$ cat config.mk
export PLATFORM = sky130hd
export DESIGN_NAME = pmem_arbiter
export DESIGN_NICKNAME = d
export VERILOG_FILES = /design/src/rtl/pmem_arbiter.sv
export SDC_FILE = /design/constraint.sdc
export NUM_CORES = 1
export LEC_CHECK = 0
export ABC_AREA = 0
export CORE_AREA = 2 2 534 536
export CTS_CLUSTER_DIAMETER = 50
export CTS_CLUSTER_SIZE = 24
export DETAILED_ROUTE_END_ITERATION = 7
export DIE_AREA = 0 0 536 538
export MAX_ROUTING_LAYER = met4
export PLACE_DENSITY_LB_ADDON = 0.25
export SLEW_MARGIN = 15
export SYNTH_ARGS = -nofsm -noshare
export SYNTH_HDL_FRONTEND = slang
export SYNTH_SLANG_ARGS = --single-unit
export TNS_END_PERCENT = 20
$ cat constraint.sdc
create_clock -name clk -period 3.06 [get_ports clk]
set_input_delay 0.306 -clock clk [delete_from_list [all_inputs] [get_ports clk]]
set_output_delay 0.306 -clock clk [all_outputs]
set_load 0.01 [all_outputs]
$ cat src/rtl/pmem_arbiter.sv
// Physical-memory port arbiter for the split I/D cache rv32i system.
// Grants one whole line transaction at a time to the I-cache or D-cache.
module pmem_arbiter #(
    parameter int ADDR_W   = 32,
    parameter int LINE_W   = 256,
    parameter int ARB_MODE = 1
) (
    input  logic              clk,
    input  logic              rst_n,
    input  logic              i_read,
    input  logic [ADDR_W-1:0] i_address,
    output logic              i_resp,
    output logic [LINE_W-1:0] i_rdata,
    input  logic              d_read,
    input  logic              d_write,
    input  logic [ADDR_W-1:0] d_address,
    input  logic [LINE_W-1:0] d_wdata,
    output logic              d_resp,
    output logic [LINE_W-1:0] d_rdata,
    output logic              pmem_read,
    output logic              pmem_write,
    output logic [ADDR_W-1:0] pmem_address,
    output logic [LINE_W-1:0] pmem_wdata,
    input  logic              pmem_resp,
    input  logic [LINE_W-1:0] pmem_rdata
);

    typedef enum logic [1:0] {
        IDLE,
        GRANT_I,
        GRANT_D,
        DONE
    } state_t;

    state_t state;
    // 1 when the most recent grant went to D
    logic   last_d;
    logic   i_req;
    logic   d_req;
    logic   tie_to_d;

    assign i_req = i_read;
    assign d_req = d_read | d_write;

    // On a tie, fixed mode always favours D; round-robin favours whoever lost last
    assign tie_to_d = (ARB_MODE == 0) ? 1'b1 : ~last_d;

    // Grant sequencing: one line transaction, then a dead cycle before re-arbitrating
    always_ff @(posedge clk or negedge rst_n) begin
        if (!rst_n) begin
            state  <= IDLE;
            last_d <= 1'b1;
        end else begin
            unique case (state)
                IDLE: begin
                    if (i_req && d_req) begin
                        state  <= tie_to_d ? GRANT_D : GRANT_I;
                        last_d <= tie_to_d;
                    end else if (d_req) begin
                        state  <= GRANT_D;
                        last_d <= 1'b1;
                    end else if (i_req) begin
                        state  <= GRANT_I;
                        last_d <= 1'b0;
                    end
                end
                GRANT_I: begin
                    if (pmem_resp) state <= DONE;
                end
                GRANT_D: begin
                    if (pmem_resp) state <= DONE;
                end
                DONE: begin
                    state <= IDLE;
                end
                default: begin
                    state <= IDLE;
                end
            endcase
        end
    end

    // Route the granted requester to memory and the memory response back to it
    always_comb begin
        pmem_read    = 1'b0;
        pmem_write   = 1'b0;
        pmem_address = '0;
        pmem_wdata   = '0;
        i_resp       = 1'b0;
        d_resp       = 1'b0;
        unique case (state)
            GRANT_I: begin
                pmem_read    = i_read;
                pmem_address = i_address;
                i_resp       = pmem_resp;
            end
            GRANT_D: begin
                // A simultaneous read and write is resolved as a write-back
                pmem_read    = d_read & ~d_write;
                pmem_write   = d_write;
                pmem_address = d_address;
                pmem_wdata   = d_wdata;
                d_resp       = pmem_resp;
            end
            default: begin
            end
        endcase
    end

    // Read data is shared; only the side seeing resp treats it as valid
    assign i_rdata = pmem_rdata;
    assign d_rdata = pmem_rdata;

endmodule

==> results of run 1 <==
==> worst max-delay path, cell delays in order (launching register included) <==
cell and delay (ns):
dfrtp_1 0.39, inv_1 0.16, ha_4 0.20, buf_12 0.30, buf_12 0.26, and2_1 0.16
clkdlybuf4s50_1 0.58
==> metal layers <==
| layer | track usage | vias up | part of all wire |
|---|---|---|---|
| met5 | - | - | 0 |
| met4 | 0.0385 | 0 | 0.045 |
| met3 | 0.143 | 510 | 0.30 |
| met2 | 0.160 | 1211 | 0.42 |
| met1 | 0.0768 | 2731 | 0.24 |
| li1 | - | 2449 | - |
==> power breakdown <==
| part | internal, mW | total [mW] | switching, mW |
|---|---|---|---|
| Combinational | 3.45 | 7.37 | 3.92 |
| Clock | 0.172 | 0.211 | 0.0393 |
| Sequential | 0.0668 | 0.0843 | 0.0176 |
| Total | 3.69 | 7.67 | 3.98 |
==> synthesized netlist by cell type <==
cell type / count / share of area
o21a_1: 1 / 0.0012
and2_1: 260 / 0.26
nor2b_1: 33 / 0.033
nor4b_4: 1 / 0.0038
a31oi_1: 1 / 0.00099
a22oi_1: 32 / 0.038
a21boi_0: 1 / 0.0012
buf_4: 514 / 0.61
o41ai_1: 1 / 0.0014
a21oi_1: 1 / 0.00079
ha_1: 4 / 0.0079
nor2_1: 2 / 0.0012
o21ai_0: 3 / 0.0024
dfstp_2: 1 / 0.0042
nand2_1: 2 / 0.0012
buf_2: 10 / 0.0079
o31a_2: 1 / 0.0016
inv_1: 2 / 0.0012
clkbuf_1: 26 / 0.015
clkbuf_2: 1 / 0.00079
dfrtp_1: 2 / 0.0079
o21ai_1: 1 / 0.00079
==> flip-flops by register name, indices dropped and copies added (netlist names) <==
name and flops:
state 2, last_d 1
==> final timing paths <==
path / slack, ns / end
worst max-delay path: 0.34 / pmem_wdata[188]
worst min-delay path: 0.27 / state[0]
worst max register to register: 1.38 / state[0]
worst min register to register: 0.51 / last_d
max in group asynchronous: 2.56 / last_d
min in group clk: 0.51 / last_d
==> area by class of cell <==
cell class	instances	share of cell area
Antenna cell	32	0.00580
Tap cell	3762	0.341
Multi-Input combinational cell	344	0.162
Timing Repair Buffer	628	0.479
Inverter	2	0.000544
Clock buffer	4	0.00571
Sequential cell	3	0.00553
==> cell families after synthesis <==
group                      after synthesis  synth area share
AOI/OAI and AO/OA                       42            0.0483
adders and majority gates                4           0.00792
buffers and inverters                  553             0.636
DFF                                      3            0.0121
and+or+nand+nor                        298             0.296
==> results.json, run 1 <==
{
  "numPlacedInstances": 4739,
  "grt_max_degree": 99,
  "placed_cell_area_um2": 13600,
  "clockBufferDepth": 2,
  "crit_arrival_ns": 2.41,
  "slew_violations": 0,
  "fin_nets": 1568,
  "post-route-period-util": 0.888,
  "fin_crit_ns": 2.72,
  "die-height_um": 538,
  "synth_area_per_cell_um2": 7.02,
  "critPathLaunchType": "register",
  "grt_pass1_wl_um": 176000,
  "grt_overflow": 0,
  "fmax_mhz": 368,
  "clk_pin_slew_worst_paths_ns": 0.03,
  "status": "complete, no violations",
  "io-pin-count": 1386,
  "cp-end-kind": "output pin",
  "ir_drop_mv": 0.304,
  "ff2ff_path_depth": 5,
  "finalPower_mw": 7.67,
  "vias": 6901,
  "layoutNonFillerInstCount": 4775,
  "leakagePower_nw": 3.68,
  "setup-violations-final": 0,
  "post_cts_buffers": 0,
  "final-hold-violation-count": 0,
  "antenna_left": 0,
  "cts_tree": "done",
  "initial_utilization": 0.0223,
  "synth_fp_nets": 1486,
  "ys_seq_area_frac": 0.0121,
  "fillCellCount": 33529,
  "io_buffers": 617,
  "hold_path.class": "input port to asynchronous set/reset pin",
  "initialDrtViolationCount": 528,
  "register_area_um2": 76.3,
  "slew_headroom": 0.540,
  "die_area_um2": 288000,
  "power_density_nw_per_um2": 556,
  "track_usage": 0.110,
  "core_um2": 283000,
  "pre_cts_ws_ns": 0.583,
  "yosys_warnings": 0,
  "syn2layout_area_growth_pct": 118,
  "holdBufCountCts": 0,
  "postLayoutCellArea_um2": 13800,
  "cap_violations": 0,
  "first_pass_iters": 5,
  "hpwl_um": 156000,
  "holdWs_ns": 0.271,
  "h-tree-depth": 1,
  "final_util": 0.0487,
  "worstMarginPinSlew_ns": 0.687,
  "viasPerCell": 1.45,
  "cts-buffers-inserted": 3,
  "synth.cell_area_um2": 6320,
  "wl_per_cell_um": 34.0,
  "dieWidth_um": 536,
  "crit-reg2reg-launch": "state[0]",
  "antenna_found_initial": 151,
  "crit_start": "state[0]",
  "rows": 196,
  "synth_cell_types": 22,
  "cp_data_required_time_ns": 2.75,
  "multi_input_area_um2": 2240,
  "cts.repair.resized": 0,
  "skew_ns": 0.00307,
  "final_common_cell": "clkdlybuf4s50_1",
  "grt_pass1_vias": 6607,
  "drt_wl_total_um": 162000,
  "netlist_instances": 900,
  "routabilityCongestion": 0.834,
  "clock_sinks": 3,
  "clkLatencyLatePin_ns": 0.23,
  "final_cell_mix": "clkdlybuf4s50_1, and2_1, buf_4",
  "crit_type": "register to output pin",
  "drc": 0,
  "rsz0062_at_grt": "no",
  "synth-seq-cells": 3,
  "cts_root_buffer": "clkbuf_16",
  "drive_gt1_frac": 0.121,
  "critPathMaxFanout": 83,
  "setup_slack_ns": 0.344,
  "setup_tns_ns": 0
}
(Power assumes the default switching activity.)
==> run 2: changes to the inputs <==
- CAP_MARGIN: default -> 20
==> results of run 2 <==
No change in the layout: final DEF, timing and power equal those of run 1.
